[src/rtl/branch_predictor_gshare_pkg.sv]
// Shared helpers for the gshare predictor: saturating counter arithmetic and sizing of
// the pending-lookup entries carried from decode to memory stage.
package bp_pkg;

    // Widest counter the helpers support; narrower counters are zero-extended into it.
    localparam int unsigned CNT_W_MAX = 4;

    typedef logic [CNT_W_MAX-1:0] cnt_max_t;

    localparam cnt_max_t CNT_ONE = cnt_max_t'(1);

    function automatic int unsigned idx_width(input int unsigned entries);
        return $clog2(entries);
    endfunction

    // A pending entry is the table index plus the prediction that was handed to decode.
    function automatic int unsigned pend_entry_w(input int unsigned idx_w);
        return idx_w + 1;
    endfunction

    function automatic cnt_max_t cnt_top(input int unsigned cnt_w);
        return cnt_max_t'((1 << cnt_w) - 1);
    endfunction

    function automatic cnt_max_t sat_inc(input cnt_max_t cnt, input int unsigned cnt_w);
        return (cnt == cnt_top(cnt_w)) ? cnt : cnt + CNT_ONE;
    endfunction

    function automatic cnt_max_t sat_dec(input cnt_max_t cnt);
        return (cnt == '0) ? cnt : cnt - CNT_ONE;
    endfunction

endpackage

[src/rtl/branch_predictor_gshare_if.sv]
// Decode-lookup / memory-resolve bundle between the CPU pipeline and the gshare predictor.
interface branch_predictor_gshare_if;

    logic        branch_decode_sig;
    logic [31:0] in_addr;
    logic [31:0] offset;
    logic        branch_mem_sig;
    logic        actual_branch_decision;
    logic [29:0] branch_addr;
    logic        prediction;
    logic        mispredict;
    logic        q_overflow;
    logic        q_underflow;

    modport master (
        output branch_decode_sig,
        output in_addr,
        output offset,
        output branch_mem_sig,
        output actual_branch_decision,
        input  branch_addr,
        input  prediction,
        input  mispredict,
        input  q_overflow,
        input  q_underflow
    );

    modport slave (
        input  branch_decode_sig,
        input  in_addr,
        input  offset,
        input  branch_mem_sig,
        input  actual_branch_decision,
        output branch_addr,
        output prediction,
        output mispredict,
        output q_overflow,
        output q_underflow
    );

endinterface

[src/rtl/branch_predictor_gshare_pending_fifo.sv]
// In-order queue of lookups awaiting resolution; simultaneous push and pop keep occupancy.
module bp_pending_fifo #(
    parameter int unsigned WIDTH = 7,
    parameter int unsigned DEPTH = 2
) (
    input  logic             clk,
    input  logic             reset_n,
    input  logic             push_i,
    input  logic             pop_i,
    input  logic [WIDTH-1:0] data_i,
    output logic [WIDTH-1:0] data_o,
    output logic             full_o,
    output logic             empty_o
);

    localparam int unsigned PTR_W = (DEPTH > 1) ? $clog2(DEPTH) : 1;
    localparam int unsigned OCC_W = $clog2(DEPTH) + 1;

    logic [WIDTH-1:0] mem_q [DEPTH];
    logic [PTR_W-1:0] wr_ptr_q, wr_ptr_d;
    logic [PTR_W-1:0] rd_ptr_q, rd_ptr_d;
    logic [OCC_W-1:0] count_q, count_d;

    function automatic logic [PTR_W-1:0] ptr_next(input logic [PTR_W-1:0] ptr);
        return (ptr == PTR_W'(DEPTH - 1)) ? '0 : ptr + PTR_W'(1);
    endfunction

    always_comb begin
        // NOTE: every signal gets its hold value first, so no path through the block infers a latch.
        wr_ptr_d = wr_ptr_q;
        rd_ptr_d = rd_ptr_q;
        count_d  = count_q;
        if (push_i) wr_ptr_d = ptr_next(wr_ptr_q);
        if (pop_i)  rd_ptr_d = ptr_next(rd_ptr_q);
        case ({push_i, pop_i})
            2'b10:   count_d = count_q + OCC_W'(1);
            2'b01:   count_d = count_q - OCC_W'(1);
            default: count_d = count_q;
        endcase
    end

    always_ff @(posedge clk or negedge reset_n) begin
        // NOTE: clocked state uses non-blocking assignment so every flop samples pre-edge values.
        if (!reset_n) begin
            wr_ptr_q <= '0;
            rd_ptr_q <= '0;
            count_q  <= '0;
        end else begin
            wr_ptr_q <= wr_ptr_d;
            rd_ptr_q <= rd_ptr_d;
            count_q  <= count_d;
        end
    end

    // NOTE: slot storage is left unreset; the pointers and count alone decide which slots are live.
    always_ff @(posedge clk) begin
        if (push_i) mem_q[wr_ptr_q] <= data_i;
    end

    assign data_o  = mem_q[rd_ptr_q];
    assign full_o  = (count_q == OCC_W'(DEPTH));
    assign empty_o = (count_q == '0);

endmodule

[src/rtl/branch_predictor_gshare.sv]
// gshare conditional-branch predictor: PC^history-indexed saturating counters, looked up at
// decode, trained in order at memory stage from a small pending queue.
module branch_predictor_gshare
    import bp_pkg::*;
#(
    parameter int unsigned ENTRIES  = 64,
    parameter int unsigned CNT_W    = 2,
    parameter int unsigned CNT_INIT = 1,
    parameter int unsigned GHR_W    = 6,
    parameter int unsigned INFLIGHT = 2
) (
    input logic                      clk,
    input logic                      reset_n,
    branch_predictor_gshare_if.slave bp
);

    localparam int unsigned IDX_W   = idx_width(ENTRIES);
    localparam int unsigned ENTRY_W = pend_entry_w(IDX_W);

    typedef struct packed {
        logic [IDX_W-1:0] idx;
        logic             pred;
    } pend_entry_t;

    logic [CNT_W-1:0]   cnt_q [ENTRIES];
    logic [CNT_W-1:0]   cnt_upd;
    logic [IDX_W-1:0]   hist_idx;
    logic [IDX_W-1:0]   idx;
    logic               lookup;
    logic               resolve;
    logic               push_en;
    logic               pop_en;
    logic               fifo_full;
    logic               fifo_empty;
    logic [ENTRY_W-1:0] push_raw;
    logic [ENTRY_W-1:0] pop_raw;
    pend_entry_t        push_entry;
    pend_entry_t        pop_entry;
    logic               mispredict_q, mispredict_d;
    logic               overflow_q, overflow_d;
    logic               underflow_q, underflow_d;
    logic               unused_addr_bits;

    assign lookup  = bp.branch_decode_sig;
    assign resolve = bp.branch_mem_sig;

    // Lookup reads the table and history as they stand before this edge's training.
    assign idx           = bp.in_addr[IDX_W+1:2] ^ hist_idx;
    assign bp.prediction = cnt_q[idx][CNT_W-1] & lookup;

    // A full queue still accepts a lookup when a resolve frees the head in the same cycle.
    assign pop_en  = resolve & ~fifo_empty;
    assign push_en = lookup & (~fifo_full | pop_en);

    assign push_entry = '{idx: idx, pred: bp.prediction};
    assign push_raw   = push_entry;
    assign pop_entry  = pend_entry_t'(pop_raw);

    bp_pending_fifo #(
        .WIDTH (ENTRY_W),
        .DEPTH (INFLIGHT)
    ) u_pending (
        .clk     (clk),
        .reset_n (reset_n),
        .push_i  (push_en),
        .pop_i   (pop_en),
        .data_i  (push_raw),
        .data_o  (pop_raw),
        .full_o  (fifo_full),
        .empty_o (fifo_empty)
    );

    generate
        if (GHR_W == 0) begin : g_bimodal
            assign hist_idx = '0;
        end else begin : g_history
            logic [GHR_W-1:0] ghr_q, ghr_d;

            // History advances only on a real resolve, oldest outcome shifting out the top.
            always_comb begin
                ghr_d = ghr_q;
                if (pop_en) ghr_d = GHR_W'({ghr_q, bp.actual_branch_decision});
            end

            always_ff @(posedge clk or negedge reset_n) begin
                if (!reset_n) ghr_q <= '0;
                else          ghr_q <= ghr_d;
            end

            assign hist_idx = IDX_W'(ghr_q);
        end
    endgenerate

    assign cnt_upd = bp.actual_branch_decision
                   ? CNT_W'(sat_inc(cnt_max_t'(cnt_q[pop_entry.idx]), CNT_W))
                   : CNT_W'(sat_dec(cnt_max_t'(cnt_q[pop_entry.idx])));

    // The counters are architectural state and must come back to the weak initial value.
    always_ff @(posedge clk or negedge reset_n) begin
        if (!reset_n) begin
            for (int i = 0; i < int'(ENTRIES); i++) cnt_q[i] <= CNT_W'(CNT_INIT);
        end else if (pop_en) begin
            cnt_q[pop_entry.idx] <= cnt_upd;
        end
    end

    always_comb begin
        mispredict_d = pop_en & (bp.actual_branch_decision != pop_entry.pred);
        overflow_d   = overflow_q | (lookup & fifo_full & ~pop_en);
        underflow_d  = underflow_q | (resolve & fifo_empty);
    end

    always_ff @(posedge clk or negedge reset_n) begin
        if (!reset_n) begin
            mispredict_q <= 1'b0;
            overflow_q   <= 1'b0;
            underflow_q  <= 1'b0;
        end else begin
            mispredict_q <= mispredict_d;
            overflow_q   <= overflow_d;
            underflow_q  <= underflow_d;
        end
    end

    assign bp.mispredict  = mispredict_q;
    assign bp.q_overflow  = overflow_q;
    assign bp.q_underflow = underflow_q;

    // Word-granular target; the carry out of bit 29 falls away.
    assign bp.branch_addr = bp.in_addr[31:2] + bp.offset[31:2];

    assign unused_addr_bits = ^{bp.in_addr[1:0], bp.in_addr[31:IDX_W+2], bp.offset[1:0]};

endmodule

[src/flat_wrapper.sv]
// flat-port wrapper written by rule: the top's interface ports become plain ports
module branch_predictor_gshare_flat import bp_pkg::*;
#(
    parameter int unsigned ENTRIES  = 64,
    parameter int unsigned CNT_W    = 2,
    parameter int unsigned CNT_INIT = 1,
    parameter int unsigned GHR_W    = 6,
    parameter int unsigned INFLIGHT = 2
)
  (clk, reset_n, bp_branch_decode_sig, bp_in_addr, bp_offset, bp_branch_mem_sig, bp_actual_branch_decision, bp_branch_addr, bp_prediction, bp_mispredict, bp_q_overflow, bp_q_underflow);
  branch_predictor_gshare_if bp_i ();
  input logic clk;
  input logic reset_n;
  input wire logic [$bits(bp_i.branch_decode_sig)-1:0] bp_branch_decode_sig;
  input wire logic [$bits(bp_i.in_addr)-1:0] bp_in_addr;
  input wire logic [$bits(bp_i.offset)-1:0] bp_offset;
  input wire logic [$bits(bp_i.branch_mem_sig)-1:0] bp_branch_mem_sig;
  input wire logic [$bits(bp_i.actual_branch_decision)-1:0] bp_actual_branch_decision;
  output wire logic [$bits(bp_i.branch_addr)-1:0] bp_branch_addr;
  output wire logic [$bits(bp_i.prediction)-1:0] bp_prediction;
  output wire logic [$bits(bp_i.mispredict)-1:0] bp_mispredict;
  output wire logic [$bits(bp_i.q_overflow)-1:0] bp_q_overflow;
  output wire logic [$bits(bp_i.q_underflow)-1:0] bp_q_underflow;
  assign bp_i.branch_decode_sig = bp_branch_decode_sig;
  assign bp_i.in_addr = bp_in_addr;
  assign bp_i.offset = bp_offset;
  assign bp_i.branch_mem_sig = bp_branch_mem_sig;
  assign bp_i.actual_branch_decision = bp_actual_branch_decision;
  assign bp_branch_addr = bp_i.branch_addr;
  assign bp_prediction = bp_i.prediction;
  assign bp_mispredict = bp_i.mispredict;
  assign bp_q_overflow = bp_i.q_overflow;
  assign bp_q_underflow = bp_i.q_underflow;
  branch_predictor_gshare #(.ENTRIES(ENTRIES), .CNT_W(CNT_W), .CNT_INIT(CNT_INIT), .GHR_W(GHR_W), .INFLIGHT(INFLIGHT)) u_core (.clk(clk), .reset_n(reset_n), .bp(bp_i));
endmodule
[config.mk]
export PLATFORM = sky130hd
export DESIGN_NAME = branch_predictor_gshare_flat
export DESIGN_NICKNAME = d
export VERILOG_FILES = /design/src/rtl/branch_predictor_gshare_pkg.sv /design/src/rtl/branch_predictor_gshare_if.sv /design/src/rtl/branch_predictor_gshare_pending_fifo.sv /design/src/rtl/branch_predictor_gshare.sv /design/src/flat_wrapper.sv
export SDC_FILE = /design/constraint.sdc
export NUM_CORES = 1
export LEC_CHECK = 0
export ABC_AREA = 1
export ABC_CLOCK_PERIOD_IN_PS = 2400
export BUFFER_PORTS_ARGS = -buffer_cell sky130_fd_sc_hd__buf_2
export CAP_MARGIN = 20
export CORE_MARGIN = 2
export CORE_UTILIZATION = 30
export DETAILED_ROUTE_END_ITERATION = 6
export SYNTH_ARGS = -nofsm -noshare
export SYNTH_HDL_FRONTEND = slang
export SYNTH_SLANG_ARGS = --single-unit
[constraint.sdc]
create_clock -name clk -period 2.4 [get_ports clk]
set_clock_uncertainty 0.2 [all_clocks]
set_input_delay 0.36 -clock clk [delete_from_list [all_inputs] [get_ports clk]]
set_output_delay 0.36 -clock clk [all_outputs]
set_load 0.05 [all_outputs]
# [After elaboration in Yosys (flattened, before gate mapping)]
# Memory sizes are Yosys's and may differ from the RTL's.
# Cells that the tools add are included.
[word_totals] mem_bits_rw=14 register_bits=141 out_inout_bits=34 inputBits=69 mem_count=1 elab_cells=124
[memory_table] name="u_core.u_pending.mem_q" words=2 width=7 read_ports=1 rd_ports_with_merged_regs=0 wr=1 line_no="branch_predictor_gshare_pending_fifo.sv:19" source="logic [WIDTH-1:0] mem_q [DEPTH];"
[classes] mux=17 n_reduce_logical=4 addsub=7 magnitude_cmp=3 bitwise_logic=16 eq_ne=5
[op_table] operator="bitwise mux 128 bit" n=1
[op_table] operator="adder 30 bit" n=1
[op_table] operator="binary-select mux 2 bit (select 6 bit)" n=2
[op_table] operator="two-way mux 2 bit" n=8
[op_table] operator="greater-or-equal comparator 7 bit, second input constant" n=2
[op_table] operator="inverter 6 -> 7 bit" n=2
[op_table] operator="demux 2 bit (select 6 bit)" n=1
[op_table] operator="AND 1 bit" n=7
[op_table] operator="< comparator 7 x 1 -> 1 bit, second input constant" n=1
[op_table] operator="equality test 2 bit, second input constant" n=3
[op_table] operator="bitwise XOR 6 bit" n=1
[op_table] operator="adder 2 x 1 -> 2 bit, second input constant" n=2
[op_table] operator="logical NOT 2 bit" n=2
[op_table] operator="two-way mux 1 bit" n=4
[op_table] operator="case mux 2 bit (2 select lines)" n=1
[op_table] operator="subtractor 2 x 1 -> 2 bit, second input constant" n=2
[op_table] operator="inverter 1 bit" n=3
[op_table] operator="bitwise OR 1 bit" n=3
[op_table] operator="adder 1 bit, second input constant" n=2
[op_table] operator="equality test 2 x 1 -> 1 bit, second input constant" n=1
[op_table] operator="nonzero test 2 bit" n=1
[op_table] operator="logical AND 1 bit" n=1
[op_table] operator="!= test 1 bit" n=1

# [Depth between registers and ports, before layout]
# Gate-level depths: netlist of run 1.
# An unclocked memory read counts as a cell.
[logic_depth] ltp_word=9 ltp_mapped=20 ltp_nobuf=18

# [Modules after synthesis]
# From an unflattened synthesis of run 1, not the netlist that was laid out.
[hier_totals] cells_unflattened=1617 area_unflattened_um2=10591.4
[by_module_without_submodules] module="branch_predictor_gshare" instances=1 seq_area_each_um2=3508.4 area_per_inst_um2=9869.5 cells_each=1557
[by_module_without_submodules] module="bp_pending_fifo" instances=1 seq_area_each_um2=520.5 area_per_inst_um2=721.9 cells_each=60

# [Least setup slack after synthesis of run 1]
# OpenSTA, ideal clock, no wires.
[synth_timing] path_kind="input port to output port" from="in bp_offset[2]" to="out bp_branch_addr[24]" arrival_ns=2.763 stages=13 required_ns=1.840 path_buffers=0 slack_ns=-0.923 cell_sequence="ha_1 inv_1 fa_1 o21ai_0 nand2_1 nand2_1 nand2_1 nand2_1 a21oi_1 o21bai_1 nand2_1 nand2_1 xor2_1"
[synth_via] elab_chain_cells=1
[synth_rtl] item="start: declaration" line_no="flat_wrapper.sv:16" source="input wire logic [$bits(bp_i.offset)-1:0] bp_offset;"
[synth_rtl] item="adder 30 bit" line_no="branch_predictor_gshare.sv:130" source="assign bp.branch_addr = bp.in_addr[31:2] + bp.offset[31:2];"
[synth_rtl] item="end: declaration" line_no="flat_wrapper.sv:19" source="output wire logic [$bits(bp_i.branch_addr)-1:0] bp_branch_addr;"
# Every way passes these cells.

# [Worst setup path in the final report of run 1]
[layout_timing] from="reg u_core.g_history.ghr_q[0]" to="out bp_prediction"
[layout_via] elab_chain_cells=6
[layout_rtl] item="start: declaration" line_no="branch_predictor_gshare.sv:77" source="logic [GHR_W-1:0] ghr_q, ghr_d;"
[layout_rtl] item="start signal: assignment" line_no="branch_predictor_gshare.sv:87" source="else ghr_q <= ghr_d;"
[layout_rtl] item="bitwise XOR 6 bit" line_no="branch_predictor_gshare.sv:48" source="assign idx = bp.in_addr[IDX_W+1:2] ^ hist_idx;"
[layout_rtl] item="inverter 6 -> 7 bit (implied by the code)" line_no="branch_predictor_gshare.sv:49" source="assign bp.prediction = cnt_q[idx][CNT_W-1] & lookup;"
[layout_rtl] item="binary-select mux 2 bit (select 6 bit)" line_no="branch_predictor_gshare.sv:49"
[layout_rtl] item="two-way mux 2 bit (implied by the code) (2 in series)" line_no="branch_predictor_gshare.sv:49"
[layout_rtl] item="AND 1 bit" line_no="branch_predictor_gshare.sv:49"
[layout_rtl] item="end: declaration" line_no="flat_wrapper.sv:20" source="output wire logic [$bits(bp_i.prediction)-1:0] bp_prediction;"
# Every way passes these cells. The select of a mux whose other input is x is not followed.

==> results.ini, run 1 <==
[synth]
yosys.area_share.adder_pct = 3.673
synth_xor_xnor_area_share_pct = 3.193
synth_top_family_by_area = simple AND/OR/NAND/NOR gates
synth-simple-area-share_pct = 41.36
ys.flop_type = dfrtp_1
ys_seq_area_share_pct = 38.66
synthTopCellsByArea = nand2_1 27%, dfrtp_1 18%, dfstp_2 16%
muxShareOfSynthArea_pct = 0.09604
synth_compound_area_share_pct = 4.442
ys_seq_elements = 155
syn_area_mm2 = 0.01042
synth_enable_flop_cells = 14
yosys_warnings = 0
yosys.area.top_type = nand2_1
yosys.area.top_type_share_pct = 26.72
ys_types = 40
synth_fp_nets = 1671
syn_inst = 1572
async_flop_share_pct = 90.97
synth.avg_cell_area_um2 = 6.630

[clock_tree]
cts-root-buf = clkbuf_16
cts_tree = done
clk_path_buf_depth = 2
cts.htree.levels = 4
numCtsBuffers = 17
cts.sinks = 155
clk_pin_slew_ns = 0.07
clkLatencyLatePin_ns = 0.45

[layout]
multi_input_area_mm2 = 0.007777
fin_util_pct = 50.14
layout-drive-gt1-share_pct = 43.02
seqCellArea_mm2 = 0.004031
area_delta_synth_final_pct = 65.35
fill_cells = 3080
num-nets-final = 1985

[routing]
drtIter0Drc = 1220
met1_length_um = 17280
wl_per_cell_um = 18.22
met3_length_um = 3044
routed_wl_um = 42930
dr.pass1.iters = 7
num_vias = 11980
antenna_left = 0
dr_wl_met2_um = 20660
dr.max_layer_used = met4
vias_per_cell = 5.085
drcViolationCount = 7

[global_route]
grt_pass1_vias = 11560
grt_first_pass_wirelength_um = 62270
grt_usage_pct = 22.04
grt_max_degree = 62
grt.overflow.total = 0
antenna_found_initial = 2

[timing]
post-route-worst-setup-slack_ns = -0.5126
max_freq_mhz = 343.3
tightest_slew_ns = 0.6418
rsz0062_at_grt = yes
fin_setup_tns_ns = -55.96
fin_crit_sh_pct = 121.4
setup_viol = 151
min_period_ns = 2.913
max_slew_margin_pct = 57.21
slew_violations = 0
hold_viol = 0

[die]
num_rows = 68
start_util_pct = 30.32
ioPinCount = 103
die_w_um = 190.4
core_area_mm2 = 0.03437
die-area_mm2 = 0.03625
fp.dieH_um = 190.4

[pwr]
vdd_drop_max_uv = 1019
pwr_density_cell_mw_per_mm2 = 1468
p_leak_nw = 7.976

[placed_design]
post-place-ws_ns = -0.5457
hpwl_um = 26430
place.gp.congestion = 0.9309
io_buffers = 98

[status]
outcome = finished with violations
violations = design-rule violations, negative setup slack

[worst_setup_path]
r2r_start = u_core.u_pending.rd_ptr_q
r2r_end = u_core.cnt_q[72]
r2r_slack_ns = -0.48
end_kind = primary output
crit_required_ns = 1.84
ff2ff_path_depth = 19
endpoint = bp_prediction
critPathLaunchType = register
critical_path_class = register to primary output
cp.arrival_ns = 2.35
cp-startpoint = u_core.g_history.ghr_q[0]
worstPathMaxFanout = 12

[run]
drv_cap = 0

[worst_hold_path]
min-delay-path-class = primary input to register

-- cell usage after synthesis, types with 2 or more instances --
library cell  number
o211ai_1           3
ha_1              29
edfxtp_1          14
nand2_2            6
clkbuf_1          10
nand2_4            3
xnor2_1           16
o21ai_1            6
nand2_1          742
a31oi_1            9
nor2_1            99
or2_0              2
buf_1              3
clkinv_1           3
dfrtp_1           77
xor2_1            22
buf_4             12
a21oi_1           30
buf_6              7
nand4_1            8
inv_1            155
dfstp_2           64
a21o_1             5
o21ai_0           16
nor3_1            21
o21bai_1           3
o31ai_1            2
buf_2             16
a21boi_0           2
nor2_2             6
nand3_1          172
-- state kept, by name, indices dropped and copies added, names as in the netlist --
signal                     count
u_core.cnt_q                 128
u_core.u_pending.mem_q        14
u_core.g_history.ghr_q         6
u_core.u_pending.count_q       2
u_core.bp.mispredict           1
u_core.bp.q_overflow           1
u_core.bp.q_underflow          1
u_core.u_pending.rd_ptr_q      1
u_core.u_pending.wr_ptr_q      1
-- cells in the final DEF (no fill, tap or decap), drive strengths merged, types with 3 or more instances in the layout --
| cell type | Yosys | final |
|---|---|---|
| nand4 | 8 | 8 |
| nor2 | 105 | 105 |
| ha | 29 | 29 |
| a21o | 5 | 5 |
| xor2 | 22 | 22 |
| buf | 38 | 330 |
| a31oi | 9 | 9 |
| a21oi | 30 | 30 |
| clkinv | 3 | 6 |
| nand2 | 751 | 752 |
| nor3 | 21 | 21 |
| dfrtp | 77 | 77 |
| xnor2 | 16 | 16 |
| o211ai | 3 | 3 |
| nand3 | 173 | 173 |
| dfstp | 64 | 64 |
| o21ai | 22 | 22 |
| o21bai | 3 | 3 |
| edfxtp | 14 | 14 |
| bufinv | 0 | 4 |
| clkbuf | 10 | 30 |
| inv | 156 | 158 |
| clkinvlp | 0 | 3 |
-- cells by family (layout without fill, tap and decap cells) --
group / count (synthesis) / after routing
flops: 155 / 155
compound gates: 80 / 80
simple gates: 1061 / 1062
other cells: 0 / 2
xor+xnor: 38 / 38
mux: 1 / 1
buf+inv: 207 / 533
fa+ha+maj: 30 / 30
-- through the flow --
stage | hold slack [ns] | instance area [µm²] | std cells | power [W]
after global routing | 0.04522 | 17230 | 2356 | 0.02621
after CTS | 0.01945 | 15770 | 2333 | 0.02191
after detailed placement | 0.2087 | 13270 | 2251 | 0.01495
after global placement | 0.1928 | 13270 | 2251 | 0.01490
final | 0.01942 | 17230 | 2356 | 0.02531
after floorplan | -0.1356 | 10900 | 1572 | 0.01071
-- final cells by class --
cell class / count / share of cell area (%)
antenna: 2 / 0.02904
clock buffer: 20 / 2.715
clock inverter: 12 / 1.074
inverter: 159 / 3.528
multi-input combinational: 1211 / 45.13
sequential: 155 / 23.39
tap: 455 / 3.303
timing repair buffer: 342 / 20.83
-- per-layer routing --
layer	track usage, %	up-vias
met1	28.93	5795
li1	-	5534
met3	3.589	136
met4	9.720	0
met2	35.75	515
met5	0	-
-- where the power goes --
group	switching (W)	internal, W	total (W)
logic	0.0100	0.00762	0.0176
registers	0.000720	0.00390	0.00462
clock network	0.00120	0.00184	0.00304
-- critical path, cell delays in order, from the launching register on --
cell,delay [ns]
dfrtp_1,0.37
inv_1,0.07
nand2_2,0.07
nand2_4,0.12
inv_6,0.12
buf_12,0.14
nand2_1,0.06
nand3_1,0.07
nand3_1,0.12
nand3_2,0.12
nand3_2,0.09
nand3_1,0.08
nand2_1,0.08
a31oi_4,0.21
buf_12,0.18
-- timing repair --
| action | CTS | global route |
|---|---|---|
| resized for setup | 265 | 298 |
| setup buffers | 35 | 21 |
| cloned | 13 | 12 |
| hold buffers | 2 | 0 |
| endpoints found under the hold margin | 28 | 0 |
| endpoints found under the setup margin | 152 | 154 |
| pin swaps | 54 | 135 |
-- how the worst min path moves through the flow --
stage	from	to	slack (ns)	cells past startpoint
floorplan	reset_n	u_core.bp.mispredict	-0.14	0
global placement	reset_n	u_core.cnt_q[9]	0.19	1
detailed placement	reset_n	u_core.cnt_q[5]	0.21	1
CTS	bp_branch_decode_sig	u_core.bp.q_overflow	0.02	3
global route	bp_branch_decode_sig	u_core.bp.q_overflow	0.05	3
finish	bp_branch_decode_sig	u_core.bp.q_overflow	0.02	3
No activity file was read; power rests on OpenSTA's default activity.
==> run 2: changes to the inputs <==
--- a/config.mk
+++ b/config.mk
@@ -7,11 +7,13 @@
 export LEC_CHECK = 0
 export ABC_AREA = 1
 export ABC_CLOCK_PERIOD_IN_PS = 2400
-export BUFFER_PORTS_ARGS = -buffer_cell sky130_fd_sc_hd__buf_2
+export BUFFER_PORTS_ARGS = -buffer_cell sky130_fd_sc_hd__clkbuf_2
 export CAP_MARGIN = 20
 export CORE_MARGIN = 2
 export CORE_UTILIZATION = 30
 export DETAILED_ROUTE_END_ITERATION = 6
+export HOLD_SLACK_MARGIN = 0.12
+export PLACE_DENSITY = 0.55
 export SYNTH_ARGS = -nofsm -noshare
 export SYNTH_HDL_FRONTEND = slang
 export SYNTH_SLANG_ARGS = --single-unit
==> run 2 against run 1 <==
- the flow finishes with violations (negative setup slack)
- clock power fell by 4%
- global-route usage rose by 1.9 points
- worst setup slack improved by 0.0095 ns
- critical endpoint is now u_core.cnt_q[41]
- largest cell class unchanged
- highest routed layer unchanged
==> results.ini, run 2 (same netlist as run 1, synthesis figures left out) <==
[worst_hold_path]
whs_path_depth = 3  ; unchanged
min_to = u_core.u_pending.wr_ptr_q
min-delay-path-class = primary input to register
min_from = bp_branch_decode_sig

[timing]
tightest_slew_ns = 0.5657  ; -0.07612 ns
setup_viol = 152  ; +0.66%
hold_slack_ns = 0.1813  ; +0.1619 ns
rsz0062_at_grt = yes
fin_crit_sh_pct = 121.0  ; -0.40 points
min_period_ns = 2.903  ; -0.009530 ns
max_freq_mhz = 344.5  ; +0.33%
max_slew_margin_pct = 62.02  ; +4.8 points
hold_viol = 0  ; unchanged
slew_violations = 0  ; unchanged
post-route-worst-setup-slack_ns = -0.5030  ; +0.009530 ns

[worst_setup_path]
r2r_end = u_core.cnt_q[41]
crit_required_ns = 2.53  ; +0.69 ns
r2r_start = u_core.u_pending.rd_ptr_q
ff2ff_path_depth = 22  ; +3
end_kind = register
critical_path_class = register to register
critPathLaunchType = register
r2r_slack_ns = -0.50  ; -0.02 ns
cp.arrival_ns = 3.03  ; +0.68 ns
worstPathMaxFanout = 8  ; -4

[layout]
area_delta_synth_final_pct = 66.53
layout_commonest_cell = nand2_1
final_cell_mix = 663 x nand2_1, 171 x buf_4, 149 x inv_1
num_antenna_cells = 0  ; -2
largestRegisters = u_core.cnt_q x128, u_core.u_pending.mem_q x14, u_core.g_history.ghr_q x6
final_area_mm2 = 0.01736  ; +0.71%
num-nets-final = 2017  ; +1.6%
fin_cells = 2386  ; +1.3%
layout-drive-gt1-share_pct = 40.19  ; -2.8 points
regMostFlops = u_core.cnt_q
largest_reg_flops = 128  ; unchanged

[clock_tree]
cts-root-buf = clkbuf_16
cts.sinks = 155  ; unchanged
cts.htree.levels = 4  ; unchanged
clk_pin_slew_ns = 0.07  ; about the same
cts_tree = done
clk_path_buf_depth = 2  ; unchanged
clkLatencyLatePin_ns = 0.44  ; about the same
numCtsBuffers = 17  ; unchanged

[die]
die-area_mm2 = 0.03625  ; unchanged
die_w_um = 190.4  ; unchanged
start_util_pct = 30.32  ; unchanged
fp.dieH_um = 190.4  ; unchanged
core_area_mm2 = 0.03437  ; unchanged
num_rows = 68  ; unchanged
ioPinCount = 103  ; unchanged

[placed_design]
hpwl_um = 27700  ; +4.8%
placed_area_mm2 = 0.01364  ; +2.8%
io_buffers = 98  ; unchanged
placed_cells = 2269  ; +0.80%
place.gp.congestion = 0.9723  ; +4.4%
post-place-ws_ns = -0.5574  ; -0.01167 ns

[pwr]
p_leak_nw = 8.076  ; +1.2%
vdd_drop_max_uv = 999.4  ; -1.9%
pwr_density_cell_mw_per_mm2 = 1574  ; +7.2%

[status]
violations = negative setup slack
outcome = finished with violations

[global_route]
grt.overflow.total = 0  ; unchanged
grt_pass1_vias = 11990  ; +3.7%
antenna_found_initial = 0  ; -2
grt_usage_pct = 23.98  ; +1.9 points
grt_max_degree = 52  ; -16%
grt_first_pass_wirelength_um = 66810  ; +7.3%

[routing]
vias_per_cell = 5.018  ; -1.3%
wl_per_cell_um = 18.07  ; -0.85%
routed_wl_um = 43110  ; +0.41%
num_vias = 11970  ; -0.050%
dr.pass1.iters = 5  ; -2
drcViolationCount = 0  ; -7
drtIter0Drc = 1089  ; -11%
antenna_left = 0  ; unchanged

[run]
drv_cap = 0  ; unchanged

==> run 2: cell types whose count changed in the layout (fill, tap and decap cells not counted), sizes merged <==
cell,before,now
clkbuf,30,94
buf,330,296
clkinvlp,3,5
diode,2,0
dlygate4sd3,2,4
bufbuf,0,1
bufinv,4,3
clkinv,6,5
inv,158,157
==> run 2: cell type report <==
class	instances	area [µm²]
clock buffers	22	485.5
clock inverters	10	137.6
fillers	3137	17020
inverters	159	615.6
multi-input cells	1211	7478
flip-flops and latches	155	4031
well taps	455	569.3
repair buffers	373	4031
repair inverters	1	7.507
==> run 2: how the worst max path moves through the flow <==
stage / startpoint / to / slack, ns / cells past startpoint
5_1_grt: u_core.g_history.ghr_q[0] / bp_prediction / -0.61 / 11
3_5_place_dp: bp_offset[14] / bp_branch_addr[20] / -0.56 / 10
2_1_floorplan: bp_offset[2] / bp_branch_addr[24] / -0.32 / 13
3_3_place_gp: bp_offset[14] / bp_branch_addr[20] / -0.61 / 10
6_report: u_core.u_pending.rd_ptr_q / u_core.cnt_q[41] / -0.50 / 22
4_1_cts: u_core.g_history.ghr_q[1] / bp_prediction / -0.50 / 11
==> run 2: repair_timing <==
| item | in CTS | in global routing |
|---|---|---|
| hold endpoints to repair | 66 | 0 |
| pin swaps | 109 | 61 |
| hold buffers | 4 | 0 |
| buffers inserted | 54 | 9 |
| gates cloned | 25 | 0 |
| gates resized for setup | 343 | 91 |
| endpoints found under the setup margin | 152 | 153 |
==> run 2: power by group <==
part	internal, W	switching [W]	total [W]
Clock	0.00175	0.00116	0.00292
Combinational	0.00945	0.0104	0.0198
Sequential	0.00390	0.000697	0.00460
Total	0.0151	0.0122	0.0273
==> run 2: critical path: stages, from the launching register on <==
cell     delay (ns)
dfrtp_2        0.46
buf_6          0.16
nand2_4        0.08
nand2_8        0.09
buf_8          0.15
buf_16         0.15
nand2_4        0.06
nand2_2        0.05
nand2_1        0.05
nand2_1        0.07
nand2_1        0.06
nand2_1        0.06
nand2_1        0.08
nand2_1        0.05
inv_1          0.05
nand2_2        0.08
nor2_4         0.18
buf_12         0.14
nand2_8        0.13
buf_12         0.17
buf_16         0.14
nand3_2        0.06
nand2_1        0.06
==> run 2: layer usage <==
metal | part of all wire (%) | global-route usage, %
met2 | 49 | 40.21
met1 | 41 | 30.53
met3 | 6.5 | 4.509
met5 | 0 | 0
met4 | 3.7 | 9.153
==> run 2: per-stage QoR <==
| step | power [W] | TNS (ns) | util (%) |
|---|---|---|---|
| after CTS | 0.02641 | -42.08 | 49.65 |
| after global routing | 0.02835 | -69.95 | 50.50 |
| after global placement | 0.01586 | -36.12 | 39.67 |
| after detailed placement | 0.01589 | -39.40 | 39.67 |
| after floorplan | 0.01071 | -2.597 | - |
| final | 0.02732 | -56.71 | 50.50 |
==> run 3: changes to the inputs <==
--- a/config.mk
+++ b/config.mk
@@ -14,6 +14,7 @@
 export DETAILED_ROUTE_END_ITERATION = 6
 export HOLD_SLACK_MARGIN = 0.12
 export PLACE_DENSITY = 0.55
+export SETUP_SLACK_MARGIN = 0.3
 export SYNTH_ARGS = -nofsm -noshare
 export SYNTH_HDL_FRONTEND = slang
 export SYNTH_SLANG_ARGS = --single-unit
==> run 3 against run 2 <==
- the flow finishes with violations (design-rule violations, negative setup slack)
- worst setup slack got worse by 0.0096 ns
- final cell count rose by 2.0%
- global-route usage fell by 0.22 points
- hold slack got worse by 0.052 ns
- via count rose by 1.9%
- maximum frequency fell by 0.33%
- critical path depth fell by 8
- clock-buffer cell count fell by 2
- critical path type is now register to primary output
- critical endpoint is now bp_prediction
==> results.ini, run 3 (same netlist as run 1, synthesis figures left out) <==
[layout]
num-nets-final = 2065  ; +2.4%
num_antenna_cells = 0  ; unchanged
fin_cells = 2434  ; +2.0%
multi_input_area_mm2 = 0.007619  ; +1.9%
final_cell_mix = 646 x nand2_1, 175 x buf_4, 143 x inv_1
seqCellArea_mm2 = 0.004031  ; unchanged
largestRegisters = u_core.cnt_q x128, u_core.u_pending.mem_q x14, u_core.g_history.ghr_q x6
area_delta_synth_final_pct = 75.65
layout_commonest_cell = nand2_1
largest_reg_flops = 128  ; unchanged
final_area_mm2 = 0.01831  ; +5.5%
regMostFlops = u_core.cnt_q
layout-drive-gt1-share_pct = 43.20  ; +3.0 points
fill_cells = 3034  ; -3.3%

[die]
num_rows = 68  ; unchanged
ioPinCount = 103  ; unchanged
die-area_mm2 = 0.03625  ; unchanged
start_util_pct = 30.32  ; unchanged
fp.dieH_um = 190.4  ; unchanged
core_area_mm2 = 0.03437  ; unchanged
die_w_um = 190.4  ; unchanged

[global_route]
grt_first_pass_wirelength_um = 66580  ; -0.35%
gr-usage-met1_pct = 28.55  ; -2.0 points
antenna_found_initial = 0  ; unchanged
grt_pass1_vias = 12380  ; +3.3%
grt_max_degree = 48  ; -7.7%
met3_usage_pct = 4.085  ; -0.42 points
busiest_layer = met2
use_met2_pct = 40.94  ; +0.73 points
grt.overflow.total = 0  ; unchanged
grt_usage_pct = 23.76  ; -0.22 points

[pwr]
p_int_w = 0.01606  ; +6.3%
seqPwrFrac_pct = 16.0  ; -0.8 points
pwr_density_cell_mw_per_mm2 = 1568  ; -0.37%
p_switching_w = 0.01266  ; +3.6%
p_leak_nw = 8.482  ; +5.0%
p_total_w = 0.02871  ; +5.1%
p_comb_share_pct = 74.2  ; +1.7 points
p_sw_share_pct = 44.08  ; -0.62 points
clkPwrFrac_pct = 9.8  ; -0.9 points
vdd_drop_max_uv = 1215  ; +22%

[routing]
routed_wl_um = 43890  ; +1.8%
dr.pass1.iters = 7  ; +2
drtIter0Drc = 986  ; -9.5%
wl_per_cell_um = 18.03  ; -0.20%
vias_per_cell = 5.015  ; about the same
drcViolationCount = 1  ; +1
antenna_left = 0  ; unchanged
num_vias = 12210  ; +1.9%

[clock_tree]
clkLatencyLatePin_ns = 0.45  ; about the same
cts-root-buf = clkbuf_16
cts.sinks = 155  ; unchanged
numCtsBuffers = 17  ; unchanged
clk_pin_slew_ns = 0.07  ; about the same
clk_path_buf_depth = 2  ; unchanged
cts_tree = done
cts.htree.levels = 4  ; unchanged

[status]
violations = design-rule violations, negative setup slack
outcome = finished with violations

[worst_setup_path]
cp_num_buf_inv = 6  ; -1
crit_chain = inv_2 > nand2_4 > nand2_8 > clkinv_8 > buf_12 > buf_16 > buf_8 > nand2_1 > nand3_2 > nand3_2 > nand3_2 > nand3_2 > a31oi_4 > buf_12
crit_required_ns = 1.84  ; -0.69 ns
worstPathMaxFanout = 5  ; -3
slowest_stage = dfrtp_1
critPathLaunchType = register
cp.arrival_ns = 2.35  ; -0.68 ns
cpPeakStageDelay_ns = 0.42  ; -0.04 ns
end_kind = primary output
critical_path_class = register to primary output
critical_path.top_delay_family = buffers and inverters
cpMostUsedCell = nand3_2

[timing]
setup_viol = 155  ; +2.0%
max_slew_margin_pct = 59.75  ; -2.3 points
max_freq_mhz = 343.3  ; -0.33%
fin_crit_sh_pct = 121.4  ; +0.40 points
hold_slack_ns = 0.1295  ; -0.05184 ns
rsz0062_at_grt = yes
hold_viol = 0  ; unchanged
min_period_ns = 2.913  ; +0.009569 ns
slew_violations = 0  ; unchanged
post-route-worst-setup-slack_ns = -0.5126  ; -0.009569 ns
tightest_slew_ns = 0.6016  ; +0.03592 ns

[run]
drv_cap = 0  ; unchanged

[placed_design]
hpwl_um = 27110  ; -2.2%
post-place-ws_ns = -0.5225  ; +0.03489 ns
placed_cells = 2281  ; +0.53%
placed_area_mm2 = 0.01422  ; +4.3%
place.gp.congestion = 0.8700  ; -11%
io_buffers = 98  ; unchanged

[worst_hold_path]
min-delay-path-class = primary input to register

[run 3: worst register-to-register path: stages (launching register included)]
cell and delay [ns]:
dfrtp_2 0.45, inv_4 0.08, buf_4 0.10, nand2_2 0.05, nand2_4 0.11, buf_12 0.13, clkbuf_16 0.17, nand2_1 0.06
nand3_1 0.11, nand2_1 0.09, o21ai_2 0.18, nand2_2 0.09, nor2_4 0.15, buf_6 0.12, nand3_4 0.12, nand2_8 0.16
buf_12 0.13, buf_6 0.11, buf_16 0.13, nand3_2 0.07, nand2_2 0.06
[run 3: final cells by class]
type	instances	share of cell area, %
Multi-Input combinational cell	1210	41.61
Inverter	159	3.376
Clock inverter	12	0.7654
Clock buffer	20	2.495
Sequential cell	155	22.02
Tap cell	455	3.110
Timing Repair inverter	1	0.04101
Timing Repair Buffer	422	26.58
[run 3: metal layers]
layer	routed length (µm)	up-vias
met4	2131	0
met1	17270	5828
met2	21400	522
met5	0	-
met3	3082	152
li1	-	5705
[run 3: repair_timing]
item | 4_1_cts | 5_1_grt
setup buffers | 63 | 26
gates cloned | 25 | 3
resized for setup | 288 | 151
endpoints found under the setup margin | 158 | 159
endpoints found under the hold margin | 87 | 0
hold buffers | 4 | 0
pin swaps | 123 | 89
[run 3: final timing paths]
kind	from	endpoint	slack [ns]	depth (start not counted)
max	u_core.g_history.ghr_q[0]	bp_prediction	-0.51	14
min reg2reg	u_core.cnt_q[82]	u_core.cnt_q[82]	0.26	2
max reg2reg	u_core.u_pending.rd_ptr_q	u_core.cnt_q[43]	-0.51	20
min in group asynchronous	reset_n	u_core.cnt_q[39]	0.23	2
min	bp_branch_decode_sig	u_core.u_pending.wr_ptr_q	0.13	3
max in group asynchronous	reset_n	u_core.cnt_q[120]	0.97	3
[run 3: power groups by stage]
| stage | sequential (W) | combinational (W) | clock, W |
|---|---|---|---|
| 2_1_floorplan | 0.00438 | 0.00722 | 0 |
| 3_3_place_gp | 0.00454 | 0.0116 | 0 |
| 3_5_place_dp | 0.00455 | 0.0116 | 0 |
| 4_1_cts | 0.00454 | 0.0195 | 0.00282 |
| 5_1_grt | 0.00469 | 0.0221 | 0.00292 |
| 6_report | 0.00460 | 0.0213 | 0.00280 |
[run 3: through the flow]
step,utilization (%),setup TNS (ns)
detailed placement,41.37,-33.24
global route,53.26,-78.94
global placement,41.37,-33.76
CTS,50.56,-51.17
finish,53.26,-64.31
floorplan,-,-2.312
